<file path="src/rtl/mdio_master.sv">
// Clause-22 MDIO master: accept-to-done 1+(PRE_LEN+32)*2*CLK_DIV clks, req_ready only in IDLE so requests wait while busy.
// Optional `MDIO_PRE_SUPPRESS_EN adds pre_sup, which skips the preamble (32-bit frame).
module mdio_master #(
  parameter int CLK_DIV = 10,
  parameter int PRE_LEN = 32
) (
  input  logic        clk,
  input  logic        rst,
  input  logic        req_valid,
  output logic        req_ready,
  input  logic        req_rw,
  input  logic [4:0]  req_phy,
  input  logic [4:0]  req_reg,
  input  logic [15:0] req_wdata,
`ifdef MDIO_PRE_SUPPRESS_EN
  input  logic        pre_sup,
`endif
  output logic [15:0] rd_data,
  output logic        rd_err,
  output logic        done,
  output logic        busy,
  output logic        mdc,
  output logic        mdio_o,
  output logic        mdio_oe,
  input  logic        mdio_i
);

  localparam int DW = $clog2(2 * CLK_DIV);
  localparam int BW = $clog2((PRE_LEN > 16) ? PRE_LEN : 16);
  localparam logic [DW-1:0] DIV_RISE = DW'(CLK_DIV - 1);
  localparam logic [DW-1:0] DIV_HIGH = DW'(CLK_DIV);
  localparam logic [DW-1:0] DIV_LAST = DW'(2 * CLK_DIV - 1);

  typedef enum logic [3:0] {
    S_IDLE, S_PRE, S_ST, S_OP, S_PHYAD, S_REGAD, S_TA, S_DATA, S_DONE
  } state_t;

  state_t        state_q, state_d, next_field;
  logic [DW-1:0] div_q, div_d;
  logic [BW-1:0] bit_q, bit_d, last_bit;
  logic [31:0]   sh_q, sh_d;
  logic          rw_q, rw_d;
  logic [15:0]   rdsh_q, rdsh_d;
  logic          ta_err_q, ta_err_d;
  logic [15:0]   rd_data_q, rd_data_d;
  logic          rd_err_q, rd_err_d;

  // Field lengths and the field that follows each one.
  always_comb begin
    last_bit   = BW'(1);
    next_field = S_IDLE;
    case (state_q)
      S_PRE:   begin last_bit = BW'(PRE_LEN - 1); next_field = S_ST;    end
      S_ST:    begin last_bit = BW'(1);           next_field = S_OP;    end
      S_OP:    begin last_bit = BW'(1);           next_field = S_PHYAD; end
      S_PHYAD: begin last_bit = BW'(4);           next_field = S_REGAD; end
      S_REGAD: begin last_bit = BW'(4);           next_field = S_TA;    end
      S_TA:    begin last_bit = BW'(1);           next_field = S_DATA;  end
      S_DATA:  begin last_bit = BW'(15);          next_field = S_DONE;  end
      default: begin last_bit = BW'(1);           next_field = S_IDLE;  end
    endcase
  end

  always_comb begin
    state_d   = state_q;
    div_d     = div_q;
    bit_d     = bit_q;
    sh_d      = sh_q;
    rw_d      = rw_q;
    rdsh_d    = rdsh_q;
    ta_err_d  = ta_err_q;
    rd_data_d = rd_data_q;
    rd_err_d  = rd_err_q;
    req_ready = 1'b0;
    busy      = 1'b1;
    done      = 1'b0;
    mdc       = 1'b0;
    mdio_o    = 1'b1;
    mdio_oe   = 1'b0;
    case (state_q)
      S_IDLE: begin
        req_ready = 1'b1;
        busy      = 1'b0;
        if (req_valid) begin
`ifdef MDIO_PRE_SUPPRESS_EN
          state_d = pre_sup ? S_ST : S_PRE;
`else
          state_d = S_PRE;
`endif
          div_d    = '0;
          bit_d    = '0;
          sh_d     = {2'b01, (req_rw ? 2'b10 : 2'b01), req_phy, req_reg, 2'b10, req_wdata};
          rw_d     = req_rw;
          ta_err_d = 1'b0;
        end
      end
      S_DONE: begin
        done    = 1'b1;
        state_d = S_IDLE;
      end
      default: begin
        mdc     = (div_q >= DIV_HIGH);
        mdio_oe = !(rw_q && (state_q == S_TA || state_q == S_DATA));
        mdio_o  = (state_q == S_PRE) ? 1'b1 : sh_q[31];
        div_d   = (div_q == DIV_LAST) ? '0 : div_q + 1'b1;
        // PHY-driven bits are captured on the clk where mdc rises.
        if (div_q == DIV_RISE) begin
          if (state_q == S_TA && bit_q == BW'(1))
            ta_err_d = mdio_i;
          if (state_q == S_DATA)
            rdsh_d = {rdsh_q[14:0], mdio_i};
        end
        if (div_q == DIV_LAST) begin
          if (state_q != S_PRE)
            sh_d = {sh_q[30:0], 1'b1};
          if (bit_q == last_bit) begin
            bit_d   = '0;
            state_d = next_field;
            if (state_q == S_DATA && rw_q) begin
              rd_data_d = rdsh_q;
              rd_err_d  = ta_err_q;
            end
          end else begin
            bit_d = bit_q + 1'b1;
          end
        end
      end
    endcase
  end

  always_ff @(posedge clk) begin
    if (rst) begin
      state_q   <= S_IDLE;
      div_q     <= '0;
      bit_q     <= '0;
      sh_q      <= '0;
      rw_q      <= 1'b0;
      rdsh_q    <= '0;
      ta_err_q  <= 1'b0;
      rd_data_q <= '0;
      rd_err_q  <= 1'b0;
    end else begin
      state_q   <= state_d;
      div_q     <= div_d;
      bit_q     <= bit_d;
      sh_q      <= sh_d;
      rw_q      <= rw_d;
      rdsh_q    <= rdsh_d;
      ta_err_q  <= ta_err_d;
      rd_data_q <= rd_data_d;
      rd_err_q  <= rd_err_d;
    end
  end

  assign rd_data = rd_data_q;
  assign rd_err  = rd_err_q;

endmodule
</file>
<file path="config.mk">
export PLATFORM = sky130hd
export DESIGN_NAME = mdio_master
export DESIGN_NICKNAME = d
export VERILOG_FILES = /design/src/rtl/mdio_master.sv
export SDC_FILE = /design/constraint.sdc
export NUM_CORES = 1
export LEC_CHECK = 0
export BUFFER_PORTS_ARGS = -buffer_cell sky130_fd_sc_hd__buf_2
export CAP_MARGIN = 15
export CORE_ASPECT_RATIO = 0.75
export CORE_MARGIN = 2
export CORE_UTILIZATION = 26
export DETAILED_ROUTE_END_ITERATION = 10
export PLACE_DENSITY_LB_ADDON = 0.3
export REMOVE_ABC_BUFFERS = 1
export SYNTH_ARGS = -nofsm -noshare
export SYNTH_HDL_FRONTEND = slang
export SYNTH_SLANG_ARGS = --single-unit
</file>
<file path="constraint.sdc">
create_clock -name clk -period 2.7 [get_ports clk]
set_input_delay 0.27 -clock clk [delete_from_list [all_inputs] [get_ports clk]]
set_output_delay 0.27 -clock clk [all_outputs]
set_load 0.1 [all_outputs]
</file>
; After elaboration in Yosys (flattened, before gate mapping)
; Cells that the tools add are included.
[op_classes]
addsub = 2
magnitude_cmp = 1
eq_ne = 14
mux = 28
n_bitwise = 2
n_reduce_logical = 22
[ops]
columns = op, n
row1 = two-way mux 32 bit, 3
row2 = one-hot mux 32 bit (2 select lines), 1
row3 = one-hot mux 4 bit (7 select lines), 1
row4 = two-way mux 5 bit, 4
row5 = one-hot mux 5 bit (2 select lines), 2
row6 = "== test 4 x 3 -> 1 bit, second input constant", 4
row7 = one-hot mux 5 bit (3 select lines), 1
row8 = two-way mux 4 bit, 3
row9 = AND reduction 4 bit, 3
row10 = "adder 5 x 1 -> 5 bit, second input constant", 2
row11 = two-way mux 1 bit, 10
row12 = AND reduction 3 bit, 3
row13 = "== test 4 x 2 -> 1 bit, second input constant", 2
row14 = one-hot mux 4 bit (2 select lines), 1
row15 = nonzero test 2 bit, 4
row16 = nonzero test 3 bit, 2
row17 = "== test 5 x 1 -> 1 bit, second input constant", 1
row18 = "== test 5 x 4 -> 1 bit, second input constant", 1
row19 = == test 5 bit, 1
row20 = "== test 5 bit, second input constant", 1
row21 = "greater-or-equal comparator 5 x 4 -> 1 bit, second input constant", 1
row22 = "== test 4 x 1 -> 1 bit, second input constant", 1
row23 = "== test 4 bit, second input constant", 1
row24 = logical NOT 4 bit, 1
row25 = 10 further kinds, 15
[word_totals]
register_bits = 81
inputBits = 31
out_inout_bits = 23
word_cells = 78

; Longest topological paths before layout
; Gate-level depths: netlist of run 1.
[logic_depth]
ltp_word = 7
depth_mapped = 8
depth_no_buf = 7

; Worst setup path before layout of run 1
; No wires, ideal clock.
[synth_path]
kind = register to register
from = reg state_q[3]
to = reg sh_q[20]
setup_ps = 91
arrival_ps = 2346
required_time_ps = 2609
slack_ps = 263
stages_incl_launch_ff = 7
path_buffers = 3
synth_period_minus_slack_ps = 2437
cell_sequence = dfxtp_1 clkbuf_1 or4_2 buf_2 buf_1 nand2_1 a311oi_1
[synth_between]
elab_chain_len = 3
elab_cells_between_ends = 9
classes_between = eq/ne (3) / mux (1) / bitwise (1) / reduce/logical (4)
[synth_lines]
columns = element, line_no
row1 = "start, declared", 38  ; state_t state_q, state_d, next_field;
row2 = "start signal, assigned", 143  ; state_q <= state_d;
row3 = "!= test 4 x 1 -> 1 bit, or another cell as far along", 114  ; if (state_q != S_PRE)
row4 = "nonzero test 2 bit (no line), or another cell as far along", --
row5 = AND reduction 4 bit (no line), --
row6 = "end signal, assigned", 136  ; sh_q <= '0;
row7 = "end signal, assigned", 146  ; sh_q <= sh_d;
row8 = "end, declared", 41  ; logic [31:0] sh_q, sh_d;
; Parallel ways exist; a longest one is shown, timed or not.
; A chain may end at the register's enable or synchronous reset.

; Worst setup path in the final report of run 1
[layout_path]
from = reg state_q[1]
to = out req_ready
[layout_between]
elab_chain_len = 2
[layout_lines]
columns = element, line_no
row1 = logical NOT 4 bit, 80  ; case (state_q)
row2 = two-way mux 1 bit, 80
row3 = "end, declared", 10  ; output logic req_ready,
; No other way between the ends.

==> results_dict.tcl, run 1 <==
set metrics [dict create \
    worst-slew-pin-transition_ns 0.586 \
    ff2ff_path_depth 6 \
    cp-start-kind "flop" \
    worstSetupPathType "flop to output port" \
    place_congestion 0.760 \
    root_buffer "clkbuf_16" \
    vias_per_cell 4.70 \
    yosysMostFrequentCell "nand2_1" \
    syn_area_sq_um 3570 \
    synth_edf_count 0 \
    synth.ff_latch_count 81 \
    synthDistinctLibCells 55 \
    num_rows 37 \
    placed_area_sq_um 4000 \
    r2r_slack_ns 0.33 \
    die_w_um 139 \
    ys_warn_count 0 \
    cp_max_fo 35 \
    cts_made_buffers 9 \
    dp_hpwl_um 5660 \
    avgSynthCellArea_sq_um 8.46 \
    fin_area_sq_um 4280 \
    start_util_pct 26.3 \
    synthCells 422 \
    critical_path_arrival_ns 2.28 \
    die_h_um 105 \
    vias 3031 \
    post-cts-setup-buffers 0 \
    setup_violations 0 \
    grt_pass1_vias 2898 \
    timing_hold_violations_final 0 \
    drv_slew 0 \
    area_growth_pct 19.9 \
    status "complete, no violations" \
    postRouteAntennaNets 0 \
    met3RoutedLength_um 401 \
    globalRoute.totalOverflow 0 \
    async_flop_share_pct 0 \
    hold_path_class "input pin to flop" \
    p_leak_uw 0.00164 \
    grt_pass1_wl_um 14400 \
    finalCritPeriodShare_pct 94.4 \
    port_buffers 53 \
    startpoint "state_q[1]" \
    cts_tree "yes" \
    yosys.area.top_type_share_pct 45.4 \
    stdcell_count 645 \
    yosys_most_used_dff "dfxtp_1" \
    synth-seq-area-share_pct 45.4 \
    wl_per_cell_um 13.1 \
    htreeDepth 3 \
    crit_family "simple AND/OR/NAND/NOR gates" \
    grtUsageTotal_pct 12.0 \
    io_pins 54 \
    die_area_sq_um 14700 \
    min_delay_path_depth 3 \
    wl_um 8460 \
    wl_met1_um 4440 \
    dp.cells 629 \
    vdd_drop_max_v 0.000286 \
    firstDrtPassIters 4 \
    cp_num_buf_inv 3 \
    fin_worst_skew_ns 0.00524 \
    pwr_density_cell_nw_per_um2 675 \
    rsz0062_at_grt "no" \
    drtIter0Drc 187 \
    post-route-min-period_ns 2.55 \
    synth_top_area_cell "dfxtp_1" \
    synth.area.top_cells "dfxtp_1, nand2_1, a311oi_1, nor2_1, mux2i_1" \
    clockBufferDepth 2 \
    drcViolationCount 0 \
    crit_slowest_cell "or4_2" \
    pre_cts_slack_ns 0.353 \
    max_freq_mhz 392 \
    layout-drive-gt1-share_pct 19.8 \
    antenna_found_initial 0 \
    required_ns 2.43 \
    highest_layer "met4" \
    cp.depth 4 \
    wl_met2_um 3550 \
    nNetsFinal 501 \
    reg2reg_from "state_q[3]" \
    cts_num_sinks 81 \
    path_clk_slew_ns 0.06 \
    core_sq_um 13600 \
    clkLatencyLatePin_ns 0.34 \
    worstReg2RegEnd "rd_data[3]" \
    insertedDiodeCount 0 \
    grt_start_max_net_pins 65 \
    cap_violations 0 \
    endpoint_kind "output port" \
    slowest_delay_ns 0.88 \
    relSlewSlack_pct 60.9 \
    worst_slack_ns 0.150 \
    synth_commonest_cells "nand2_1, dfxtp_1, nor2_1, a311oi_1, a21oi_1" \
    crit_chain "or4_2, inv_2, buf_6, buf_12" \
    endpoint "req_ready" \
]
==> cell usage in the layout (no fill, tap or decap), types with 3 or more instances in the layout <==
master / netlist / final
a311oi_1: 26 / 26
nor2_1: 60 / 60
a21oi_1: 24 / 24
nand3_1: 8 / 8
buf_4: 3 / 7
and3_1: 3 / 3
clkinv_2: 0 / 3
clkbuf_16: 0 / 9
nand4_1: 5 / 5
mux2i_1: 17 / 17
buf_2: 7 / 52
nor3_1: 5 / 5
a211oi_1: 6 / 6
dfxtp_1: 81 / 81
o21ai_0: 5 / 5
inv_1: 6 / 6
xnor2_1: 3 / 3
nand2_1: 91 / 91
ha_1: 5 / 5
xor2_1: 3 / 3
nand2b_1: 5 / 5
==> worst min-delay path, delay by kind of cell <==
family | cells | cell delay [ns]
buffers and inverters | 1 | 0.09
AO/OA/AOI/OAI | 1 | 0.07
AND/OR/NAND/NOR | 1 | 0.04
==> sequential cells by signal (all words and copies together) (netlist names) <==
register / count
rd_data: 16
rdsh_q: 16
sh_q: 32
bit_q: 5
state_q: 4
rw_q: 1
ta_err_q: 1
rd_err: 1
div_q: 5
==> power breakdown <==
group	switching, uW	internal, uW	leakage [uW]	total (uW)
clock network	476	644	0.000135	1120
registers	50.2	1280	0.000661	1330
logic	287	157	0.000843	444
total	813	2080	0.00164	2890
==> worst min path at each step <==
| stage | startpoint | to | slack, ns |
|---|---|---|---|
| finish | req_reg[4] | sh_q[22] | 0.19 |
| global route | req_wdata[9] | sh_q[9] | 0.19 |
| detailed placement | rdsh_q[15] | rdsh_q[15] | 0.45 |
| CTS | req_reg[4] | sh_q[22] | 0.18 |
| floorplan | rst | bit_q[2] | 0.34 |
| global placement | rdsh_q[15] | rdsh_q[15] | 0.45 |
==> layout make-up <==
cell class / instances / area, sq um
Clock buffer: 11 / 243
Clock inverter: 5 / 31.3
Fill cell: 1457 / 9290
Inverter: 7 / 26.3
Multi-Input combinational cell: 304 / 1770
Sequential cell: 81 / 1620
Tap cell: 175 / 219
Timing Repair Buffer: 62 / 364
==> metal layers <==
metal	global-route usage, %	vias to the layer above
met3	3.86	8
met4	3.25	0
met2	17.5	67
li1	-	1555
met1	16.9	1401
met5	0	-
==> stage by stage <==
stage / hold WS, ns / utilization [%] / total power (uW) / setup TNS, ns
finish: 0.188 / 31.5 / 2890 / 0
global route: 0.194 / 31.5 / 3050 / 0
CTS: 0.181 / 31.5 / 2930 / 0
detailed placement: 0.450 / 29.5 / 1800 / 0
global placement: 0.449 / 29.5 / 1780 / 0
floorplan: 0.339 / - / 1650 / -96.18
==> cells by family after synthesis <==
kind of cell	count (synthesis)	synth area share (%)
mux	17	4.77
simple gates	197	24.7
buf+inv	37	5.19
xor+xnor	6	1.47
fa+ha+maj	5	1.75
compound gates	79	16.6
flops	81	45.4
==> timing repair <==
action,4_1_cts,5_1_grt
gates resized for setup,0,1
endpoints found under the hold margin,0,0
hold buffers,0,0
setup endpoints to repair,0,1
(Power assumes the default switching activity.)
==> run 2, diff against run 1 <==
--- a/config.mk
+++ b/config.mk
@@ -9,7 +9,7 @@
 export CAP_MARGIN = 15
 export CORE_ASPECT_RATIO = 0.75
 export CORE_MARGIN = 2
-export CORE_UTILIZATION = 26
+export CORE_UTILIZATION = 45
 export DETAILED_ROUTE_END_ITERATION = 10
 export PLACE_DENSITY_LB_ADDON = 0.3
 export REMOVE_ABC_BUFFERS = 1
==> run 2 against run 1 <==
Sequential share of layout area increased by 1.6 points; critical path type is now flop to flop; worst setup slack improved by 0.16 ns; routed wire length decreased by 9.3%; register-to-register slack got worse by 0.02 ns; total power decreased by 9.2%; flip-flop and latch count unchanged; maximum frequency increased by 6.5%; global-route usage increased by 6.5 points; largest power group unchanged; clock skew increased by 0.0027 ns; critical path depth increased by 2; cell count decreased by 11%.
==> results_dict.tcl, run 2 (same netlist as run 1, synthesis figures left out) <==
set metrics [dict create \
    timing.hold.ws_ns 0.162 \
    post-route-min-period_ns 2.39 \
    start_util_pct 45.9 \
    final_cell_mix "nand2_1, dfxtp_1, nor2_1" \
    grtUsageTotal_pct 18.5 \
    antenna_found_initial 0 \
    postLayoutCoreUtil_pct 52.7 \
    postRouteAntennaNets 0 \
    post-cts-setup-buffers 0 \
    timing_hold_violations_final 0 \
    core_sq_um 7780 \
    cp-start-kind "flop" \
    dp_hpwl_um 5010 \
    largest_reg_flops 32 \
    clockBufferDepth 2 \
    insertedDiodeCount 0 \
    nNetsFinal 501 \
    die_h_um 81.1 \
    place_congestion 0.885 \
    cts_made_buffers 9 \
    cts_tree "yes" \
    vias_per_cell 5.37 \
    p_switching_uw 837 \
    area_growth_pct 14.9 \
    p_clk_share_pct 32.5 \
    path_clk_slew_ns 0.09 \
    firstDrtPassIters 5 \
    root_buffer "clkbuf_8" \
    slowest_delay_ns 0.61 \
    pwr_density_cell_nw_per_um2 640 \
    hold_path_class "input pin to flop" \
    rsz0062_at_grt "no" \
    r2r_slack_ns 0.31 \
    relSlewSlack_pct 56.4 \
    wl_um 7680 \
    crit_chain "and2b_4, a221o_1, a2111oi_4, buf_4, mux2i_1, nor2_1" \
    layout-drive-gt1-share_pct 20.0 \
    setup_violations 0 \
    endpoint_kind "flop" \
    clkLatencyLatePin_ns 0.37 \
    htreeDepth 3 \
    status "complete, no violations" \
    final_common_cell "nand2_1" \
    grt_start_max_net_pins 66 \
    cap_violations 0 \
    grt_pass1_vias 2717 \
    p_leak_uw 0.00159 \
    fin_worst_skew_ns 0.00798 \
    globalRoute.totalOverflow 0 \
    port_buffers 53 \
    vias 3090 \
    die_w_um 107 \
    p_seq_share_pct 50.4 \
    drtIter0Drc 210 \
    finalCritPeriodShare_pct 88.7 \
    worstSetupPathType "flop to flop" \
    power_frac_comb_pct 17.1 \
    crit_slowest_cell "dfxtp_1" \
    grt_pass1_wl_um 12700 \
    vdd_drop_max_v 0.000372 \
    wl_per_cell_um 13.4 \
    required_ns 2.93 \
    critical_path_arrival_ns 2.63 \
    placed_area_sq_um 3910 \
    die_area_sq_um 8670 \
    p_int_uw 1790 \
    p_sw_share_pct 31.9 \
    regMostFlops "sh_q" \
    max_freq_mhz 418 \
    drcViolationCount 0 \
    num_rows 28 \
    worst-slew-pin-transition_ns 0.654 \
    io_pins 54 \
    cp_max_fo 17 \
    cts_num_sinks 81 \
    fin_area_sq_um 4100 \
    drv_slew 0 \
]
[run 2: final cells by class]
cell class	instances	area [sq um]
clock buffer	9	124
clock inverter	7	61.3
fill	761	3680
inverter	7	26.3
multi-input combinational	304	1780
sequential	81	1620
tap	105	131
timing repair buffer	62	360
[run 2: final timing paths]
kind                    from          to  depth (start not counted)
hold / removal    req_phy[0]    sh_q[23]                          3
setup reg to reg  state_q[3]  rd_data[1]                          6
hold reg to reg   rdsh_q[12]  rdsh_q[13]                          2
setup / recovery  state_q[3]  rd_data[1]                          6
[run 2: layer usage]
metal,vias to the layer above,track usage (%),wire length (um)
li1,1559,-,-
met1,1419,24.0,3650
met2,107,29.4,3440
met3,5,6.90,565
met4,0,4.42,27
met5,-,0,0
[run 2: power by group through the flow]
stage	Clock, uW	Combinational [uW]	Sequential, uW
finish	854	449	1320
detailed placement	0	448	1350
CTS	876	448	1320
floorplan	0	316	1340
global route	930	496	1330
global placement	0	436	1350
[run 2: timing repair]
action | 4_1_cts | 5_1_grt
gates resized for setup | 0 | 1
hold buffers | 0 | 0
endpoints found under the setup margin | 0 | 1
[run 2: worst max-delay path, delay by kind of cell, from the launching register on]
| family | cells | cell delay [ns] |
|---|---|---|
| and+or+nand+nor | 2 | 0.31 |
| DFF | 1 | 0.61 |
| AOI/OAI and AO/OA | 2 | 0.74 |
| buffers and inverters | 1 | 0.35 |
| muxes | 1 | 0.25 |
[run 2: stage by stage]
stage	TNS (ns)	setup slack [ns]	total power [uW]	std cells
CTS	0	0.0833	2640	575
floorplan	-96.18	-2.96	1650	392
detailed placement	0	0.354	1800	559
global placement	0	0.446	1780	559
global route	0	0.211	2760	575
finish	0	0.306	2620	575
